$ cat src/rtl/fifo_flush_seq.sv
// FIFO flush sequencer: zero-pads the partial longword, drains the FIFO by DMA, then raises STOPFLUSH.
// Optional bus-grant watchdog enabled by defining FLUSH_TIMEOUT_EN.
module fifo_flush_seq #(
   parameter int SYNC_STAGES = 2,
   parameter int CNT_W       = 4,
   parameter int TMO_W       = 8
) (
   input  logic             CLK,
   input  logic             CLR_FLUSHFIFO,
   input  logic             FLUSHFIFO,
   input  logic             DMADIR,
   input  logic             DMAENA,
   input  logic [1:0]       BYTE_PTR,
   input  logic             FIFOEMPTY,
   input  logic             BGRANT,
   input  logic             CYCDONE,
   output logic             PAD_WR,
   output logic             DMA_REQ,
   output logic             FLUSH_BUSY,
   output logic             STOPFLUSH,
   output logic [CNT_W-1:0] FLUSH_CNT,
   output logic             FLUSH_ERR
);
   localparam int SYNC_N = (SYNC_STAGES < 2) ? 2 : SYNC_STAGES;

   typedef enum logic [2:0] {
      S_IDLE, S_PAD, S_GAP, S_DRAIN, S_XFER, S_DONE
   } state_t;

   logic [SYNC_N-1:0] r_sync;
   state_t            r_state;
   logic [1:0]        r_pad_cnt;
   logic              r_pad_wr;
   logic              r_dma_req;
   logic              r_stop;
   logic [CNT_W-1:0]  r_cnt;
   logic              w_flush_s;
   logic              w_cyc_ok;
   logic              w_tmo_hit;

   always_ff @(posedge CLK or negedge CLR_FLUSHFIFO) begin
      if (!CLR_FLUSHFIFO) r_sync <= '0;
      else                r_sync <= {r_sync[SYNC_N-2:0], FLUSHFIFO};
   end

   assign w_flush_s = r_sync[SYNC_N-1];
   // A completion strobe only counts while the bus is actually ours.
   assign w_cyc_ok  = CYCDONE & BGRANT;

`ifdef FLUSH_TIMEOUT_EN
   logic [TMO_W-1:0] r_tmo;
   logic             r_err;

   always_ff @(posedge CLK or negedge CLR_FLUSHFIFO) begin
      if (!CLR_FLUSHFIFO)            r_tmo <= '0;
      else if (!r_dma_req || BGRANT) r_tmo <= '0;
      else                           r_tmo <= r_tmo + 1'b1;
   end

   assign w_tmo_hit = r_dma_req & ~BGRANT & (r_tmo == {{(TMO_W-1){1'b1}}, 1'b0});

   always_ff @(posedge CLK or negedge CLR_FLUSHFIFO) begin
      if (!CLR_FLUSHFIFO) r_err <= 1'b0;
      else if (w_tmo_hit) r_err <= 1'b1;
   end

   assign FLUSH_ERR = r_err;
`else
   assign w_tmo_hit = 1'b0;
   // Constant 0 for any legal TMO_W; the watchdog is not built.
   assign FLUSH_ERR = (TMO_W < 1);
`endif

   always_ff @(posedge CLK or negedge CLR_FLUSHFIFO) begin
      if (!CLR_FLUSHFIFO) begin
         r_state   <= S_IDLE;
         r_pad_cnt <= '0;
         r_pad_wr  <= 1'b0;
         r_dma_req <= 1'b0;
         r_stop    <= 1'b0;
         r_cnt     <= '0;
      end else begin
         r_pad_wr <= 1'b0;
         case (r_state)
            S_IDLE: begin
               if (w_flush_s) begin
                  r_cnt     <= '0;
                  r_pad_cnt <= '0;
                  if (DMADIR || !DMAENA) begin
                     r_state <= S_DONE;
                     r_stop  <= 1'b1;
                  end else if (BYTE_PTR != 2'd0) begin
                     r_state   <= S_PAD;
                     r_pad_wr  <= 1'b1;
                     r_pad_cnt <= 2'd1;
                  end else begin
                     r_state <= S_DRAIN;
                  end
               end
            end
            S_PAD: r_state <= S_GAP;
            S_GAP: begin
               // BYTE_PTR has absorbed the previous pad byte by now.
               if (!w_flush_s) begin
                  r_state <= S_IDLE;
               end else if (BYTE_PTR != 2'd0 && r_pad_cnt != 2'd3) begin
                  r_state   <= S_PAD;
                  r_pad_wr  <= 1'b1;
                  r_pad_cnt <= r_pad_cnt + 1'b1;
               end else begin
                  r_state <= S_DRAIN;
               end
            end
            S_DRAIN: begin
               if (!w_flush_s) begin
                  r_state <= S_IDLE;
               end else if (FIFOEMPTY) begin
                  r_state <= S_DONE;
                  r_stop  <= 1'b1;
               end else begin
                  r_state   <= S_XFER;
                  r_dma_req <= 1'b1;
               end
            end
            S_XFER: begin
               if (w_cyc_ok) begin
                  r_dma_req <= 1'b0;
                  if (r_cnt != {CNT_W{1'b1}}) r_cnt <= r_cnt + 1'b1;
                  r_state <= w_flush_s ? S_DRAIN : S_IDLE;
               end else if (w_tmo_hit) begin
                  r_dma_req <= 1'b0;
                  r_state   <= S_DONE;
                  r_stop    <= 1'b1;
               end
            end
            S_DONE: begin
               if (!w_flush_s) begin
                  r_state <= S_IDLE;
                  r_stop  <= 1'b0;
               end
            end
            default: begin
               r_state   <= S_IDLE;
               r_dma_req <= 1'b0;
               r_stop    <= 1'b0;
            end
         endcase
      end
   end

   assign PAD_WR     = r_pad_wr;
   assign DMA_REQ    = r_dma_req;
   assign STOPFLUSH  = r_stop;
   assign FLUSH_CNT  = r_cnt;
   assign FLUSH_BUSY = (r_state != S_IDLE);

endmodule

$ cat config.mk
export PLATFORM = sky130hd
export DESIGN_NAME = fifo_flush_seq
export DESIGN_NICKNAME = d
export VERILOG_FILES = /design/src/rtl/fifo_flush_seq.sv
export SDC_FILE = /design/constraint.sdc
export NUM_CORES = 1
export LEC_CHECK = 0
export ABC_AREA = 1
export ABC_CLOCK_PERIOD_IN_PS = 2000
export CAP_MARGIN = 0
export CORE_UTILIZATION = 50
export DETAILED_ROUTE_END_ITERATION = 10
export PLACE_DENSITY_LB_ADDON = 0.08
export SLEW_MARGIN = 5
export SYNTH_ARGS = -nofsm -noshare
export SYNTH_HDL_FRONTEND = slang
export SYNTH_SLANG_ARGS = --single-unit
$ cat constraint.sdc
create_clock -name CLK -period 2 [get_ports CLK]
set_input_delay 0.3 -clock CLK [delete_from_list [all_inputs] [get_ports CLK]]
set_output_delay 0.3 -clock CLK [all_outputs]
set_load 0.01 [all_outputs]
==> run_results.csv, run 1 <==
group,metric,value,unit
run_status,outcome,"finished clean",
placed_design,io_buffers,17,
final_layout,fin_cells,168,
final_layout,num-fill-cells,160,
synthesis,synth_nets,135,
timing,max_slew.worst_pin.slew,0.6369,ns
global_route,antenna_found_initial,0,
synthesis,yosys_warnings,0,
global_route,grt_pass1_vias,800,
drt,drc,0,
synthesis,synth_top_family_by_area,"simple AND/OR/NAND/NOR gates",
synthesis,syn_avg_cell_area,7.416,um2
timing,max_freq,512.7,MHz
timing,finalSetupViolations,0,
synthesis,ys_top_cells_by_area,"dfrtp_1, nand2_1, nand3_1, inv_1, ha_1",
synthesis,yosys.area.top_type,"dfrtp_1",
synthesis,ys_ff_latch,14,
floorplanning,core,0.001727,mm2
drt,first_pass_iters,4,
floorplanning,die_y,44.71,um
floorplanning,die_area,0.001999,mm2
drt,finalWirelength,1.912,mm
global_route,grtUsageTotal,0.2201,
synthesis,netlist_instances,123,
final_layout,areaGrowthSynthToFinish,25.10,%
cts,post_cts_resized,0,
pwr,peakVddDrop,0.0007946,V
cts,h-tree-depth,1,
final_layout,layout-drive-gt1-share,0.1469,
run,timing.max_cap.violations,0,
pwr,p_per_area,1230,mW/mm2
drt,num_vias,863,
synthesis,synth_compound_area_frac,0.09465,
cts,cts_inserted_buffers,3,
setup_path,worst-path-max-fanout,8,
timing,finalHoldViolCount,0,
cts,clkTransAtPathRegs,0.09,ns
global_route,grt_start_max_net_pins,15,
floorplanning,die_w,44.71,um
synthesis,syn_area,912.1,um2
synthesis,synth_seq_area_share,0.3841,
synthesis,ys_types,29,
synthesis,synth_xor_area_frac,0.009602,
floorplanning,rows,15,
setup_path,critPathLaunch,"r_state[2]",
drt,ant_nets,0,
global_route,grt_pass1_wl,3.215,mm
cts,cts_tree,"built",
setup_path,worstReg2RegStart,"r_state[1]",
synthesis,synth_top_area_share,0.3841,
final_layout,mostFrequentLayoutCells,"nand2_1, clkdlybuf4s50_1, dfrtp_1, inv_1, nand3_1",
cts,clockBufferDepth,2,
drt,via_per_inst,5.137,
floorplanning,start_util,0.5283,
final_layout,final_area,0.001141,mm2
final_layout,final_common_cell,"nand2_1",
synthesis,synthMuxAreaShare,0,
floorplanning,ioPinCount,19,
setup_path,critPathKind,"flip-flop to output pin",
setup_path,cp-start-kind,"flip-flop",
drt,drt_iter0_drc,34,
placed_design,postPlaceCellArea,0.001090,mm2
placed_design,gp_congestion,0.9463,
pwr,p_leak,0.5816,nW
setup_path,r2r_cells,9,
timing,slew_viol_final,0,
cts,root_buffer,"clkbuf_4",
min_path,hp-class,"flip-flop to flip-flop",
timing,finalCriticalPeriod,1.950,ns
timing,maxSlewHeadroom,0.5741,
global_route,grt_overflow_total,0,
final_layout,num-nets-final,156,
synthesis,synthSimpleGateAreaFrac,0.3882,
final_layout,diodes,0,
cts,worstSkewPairLatency,0.29,ns
setup_path,cp-end-kind,"output pin",
min_path,min_from,"r_sync[0]",
setup_path,required,1.70,ns
cts,cts_sinks,14,
timing,finClkSkew,0.003738,ns
min_path,hold_depth,0,
synthesis,synth_fa_ha_area_frac,0.02743,
timing,fin_crit_sh,0.9752,
placed_design,place_inst,162,
placed_design,dpl.hpwl,1.450,mm
setup_path,crit_arrival,1.65,ns
drt,wl_per_cell,11.38,um
==> metal layers <==
layer / share of wire / GRT usage
met5: 0 / 0
met4: 0.015 / 0.09091
met3: 0.058 / 0.05200
met2: 0.48 / 0.3559
met1: 0.45 / 0.2828
==> area by class of cell <==
cell class | count | area (um2) | area share
sequential | 14 | 350.3 | 0.3070
clock buffer | 4 | 36.28 | 0.03180
timing repair buffer | 19 | 185.2 | 0.1623
inverter | 16 | 60.06 | 0.05263
tap | 25 | 31.28 | 0.02741
multi-input combinational | 90 | 478.0 | 0.4189
==> report_power, final <==
part | total [W] | internal, W | switching (W)
registers | 0.000446 | 0.000351 | 0.0000955
logic | 0.000745 | 0.000313 | 0.000432
clock network | 0.000212 | 0.000111 | 0.000101
==> sequential cells by signal (all words and copies together), names as in the netlist <==
name       count
FLUSH_CNT      4
STOPFLUSH      1
r_sync         2
PAD_WR         1
DMA_REQ        1
r_pad_cnt      2
r_state        3
==> cell usage after synthesis <==
master and number:
nor2_2 3, nand3b_1 1, nand4_1 4, conb_1 1, nor2_4 1, o21ai_1 5
buf_4 1, nand2_1 34, inv_2 3, ha_1 2, nand2_4 1, and2_0 1
or2_1 1, dfrtp_1 14, inv_1 13, a21oi_1 1, nand2_2 4, nand3_2 1
buf_2 1, xor2_1 1, o21ai_0 5, a21o_1 1, o21bai_1 1, buf_6 1
nand3_4 1, a21oi_2 1, o211ai_1 1, nand3_1 13, nor2_1 6
==> kinds of logic after synthesis <==
group | Yosys count
AOI/OAI and AO/OA | 15
xor gates and xnor gates | 1
DFF | 14
adders and majority gates | 2
other | 1
buffers and inverters | 19
and+or+nand+nor | 71
==> path summary, 6_finish.rpt <==
path	endpoint	slack, ns
worst max-delay path	FLUSH_BUSY	0.05
worst min register to register	r_sync[1]	0.36
min in group asynchronous	FLUSH_CNT[1]	0.40
worst min-delay path	r_sync[1]	0.36
worst max register to register	r_state[0]	0.56
max in group asynchronous	r_state[0]	1.20
==> what timing repair did <==
action / CTS / global route
setup buffers: 0 / 2
hold buffers: 0 / 0
endpoints found under the setup margin: 0 / 1
==> per-stage QoR <==
stage / setup TNS [ns] / hold slack [ns] / util / power [W] / setup WS [ns]
after floorplan: 0 / 0.004409 / - / 0.0009694 / 0.7932
after global placement: 0 / 0.3334 / 0.6312 / 0.001136 / 0.4354
after detailed placement: 0 / 0.3396 / 0.6312 / 0.001158 / 0.4020
after CTS: 0 / 0.3606 / 0.6522 / 0.001372 / 0.06468
after global routing: -0.02127 / 0.3698 / 0.6609 / 0.001524 / -0.02127
final: 0 / 0.3569 / 0.6609 / 0.001404 / 0.04966
==> critical path, cell delays in order, from the launching register on <==
cell             delay [ns]
dfrtp_1                0.51
inv_2                  0.15
nand2_2                0.15
clkdlybuf4s50_1        0.55
No activity file was read; power rests on OpenSTA's default activity.
==> run 2: changes to the inputs <==
CORE_UTILIZATION = 40   (was 50)
CTS_CLUSTER_SIZE = 40   (was unset)
==> run 2 against run 1 <==
  * Flip-flop and latch count did not move
  * Largest power group unchanged
  * Via count is 1.9% lower
  * Routed wire length decreased by 1.6%
  * Highest routed layer unchanged
  * Power grew 0.71%
==> run_results.csv, run 2 (synthesis gave the netlist of run 1 again) <==
group,metric,value,unit
drt,first_pass_iters,4,
final_layout,num-fill-cells,214,
run,timing.max_cap.violations,0,
global_route,antenna_found_initial,0,
drt,drt_iter0_drc,20,
floorplanning,die_w,49.75,um
pwr,comb_power_share,0.537,
placed_design,gp_congestion,0.8779,
timing,finClkSkew,0.007072,ns
drt,drc,0,
placed_design,io_buffers,17,
min_path,hp-class,"flip-flop to flip-flop",
timing,maxSlewHeadroom,0.5784,
floorplanning,die_y,49.75,um
pwr,intPower,0.0007883,W
cts,h-tree-depth,1,
setup_path,cp-start-kind,"flip-flop",
global_route,grtUsageTotal,0.1692,
placed_design,dpl.hpwl,1.413,mm
global_route,grt_start_max_net_pins,15,
timing,finalSetupViolations,0,
timing,max_freq,516.0,MHz
floorplanning,rows,16,
pwr,switching_share,0.4425,
cts,cts_inserted_buffers,3,
setup_path,r2r_cells,9,
cts,root_buffer,"clkbuf_4",
pwr,peakVddDrop,0.0007833,V
setup_path,cp_slowest_stage_delay,0.55,ns
global_route,grt_pass1_wl,3.201,mm
timing,max_slew.worst_pin.slew,0.6304,ns
setup_path,path_cells,"inv_2 -> nand2_2 -> clkdlybuf4s50_1",
drt,num_vias,847,
floorplanning,start_util,0.4467,
min_path,hold_depth,0,
cts,clockBufferDepth,2,
drt,via_per_inst,4.953,
run_status,outcome,"finished clean",
timing,slew_viol_final,0,
final_layout,mostFrequentLayoutCells,"nand2_1, clkdlybuf4s50_1, dfrtp_1, inv_1, nand3_1",
setup_path,crit_arrival,1.64,ns
timing,fin_crit_sh,0.9689,
global_route,grt_overflow_total,0,
pwr,p_switching,0.0006256,W
pwr,pwr-share-clk,0.149,
timing,finalHoldViolCount,0,
floorplanning,ioPinCount,19,
setup_path,worst-path-max-fanout,8,
final_layout,diodes,0,
drt,ant_nets,0,
final_layout,fin_util,0.5637,
final_layout,largest_reg_flops,4,
drt,finalWirelength,1.882,mm
floorplanning,die_area,0.002475,mm2
cts,clkTransAtPathRegs,0.09,ns
setup_path,cp-end-kind,"output pin",
final_layout,areaGrowthSynthToFinish,26.20,%
timing,fin_ws,0.06215,ns
drt,wl_per_cell,11.01,um
pwr,p_per_area,1228,mW/mm2
final_layout,final_common_cell,"nand2_1",
floorplanning,core,0.002042,mm2
global_route,grt_pass1_vias,745,
final_layout,layout-drive-gt1-share,0.1528,
pwr,p_leak,0.5864,nW
cts,cts_sinks,14,
cts,post_cts_resized,0,
pwr,p_seq_frac,0.314,
placed_design,pre_cts_slack,0.3958,ns
setup_path,critPathKind,"flip-flop to output pin",
cts,cts_tree,"built",
setup_path,required,1.70,ns
cts,worstSkewPairLatency,0.29,ns
setup_path,cp_slowest_cell,"clkdlybuf4s50_1",
timing,finalCriticalPeriod,1.938,ns
final_layout,num-nets-final,157,
## run 2: per-stage QoR
step / hold slack (ns) / cell area [um2] / setup TNS [ns] / std cells / power [W]
floorplan: 0.004409 / 912.1 / 0 / 123 / 0.0009694
CTS: 0.3665 / 1129 / 0 / 168 / 0.001369
finish: 0.3610 / 1151 / 0 / 171 / 0.001414
global route: 0.3775 / 1151 / -0.009930 / 171 / 0.001543
global placement: 0.3385 / 1092 / 0 / 164 / 0.001149
detailed placement: 0.3465 / 1092 / 0 / 164 / 0.001155
## run 2: power groups by stage
stage          sequential, W  combinational [W]  clock, W
4_1_cts             0.000443           0.000711  0.000215
6_report            0.000444           0.000759  0.000211
3_3_place_gp        0.000449           0.000701         0
5_1_grt             0.000455           0.000859  0.000228
2_1_floorplan       0.000431           0.000538         0
3_5_place_dp        0.000450           0.000706         0
## run 2: path summary, 6_finish.rpt
path,endpoint,from,slack [ns]
setup / recovery,FLUSH_BUSY,r_state[2],0.06
hold / removal,r_sync[1],r_sync[0],0.36
setup reg to reg,r_state[0],r_state[1],0.57
hold reg to reg,r_sync[1],r_sync[0],0.36
max in group asynchronous,FLUSH_CNT[1],CLR_FLUSHFIFO,1.19
min in group asynchronous,r_pad_cnt[1],CLR_FLUSHFIFO,0.39
## run 2: final cells by class
class	count	area (um2)	area share
Sequential cell	14	350.3	0.3043
Clock buffer	4	36.28	0.03152
Multi-Input combinational cell	90	478.0	0.4152
Tap cell	27	33.78	0.02935
Inverter	16	60.06	0.05217
Timing Repair Buffer	20	192.7	0.1674
## run 2: critical path, delay by kind of cell, from the launching register on
kind                   cells  cell delay (ns)
AND/OR/NAND/NOR            1             0.15
flip-flops                 1             0.51
buffers and inverters      2             0.69
## run 2: routing by layer
layer | track usage | routed length, um | part of all wire | vias to the layer above
li1 | - | - | - | 435
met1 | 0.2379 | 881 | 0.47 | 381
met2 | 0.2523 | 883 | 0.47 | 26
met3 | 0.02160 | 79 | 0.042 | 5
met4 | 0.08571 | 38 | 0.020 | 0
met5 | 0 | 0 | 0 | -
## run 2: timing repair
action | in CTS | in global routing
hold buffers | 0 | 0
endpoints found under the setup margin | 0 | 1
buffers inserted | 0 | 3
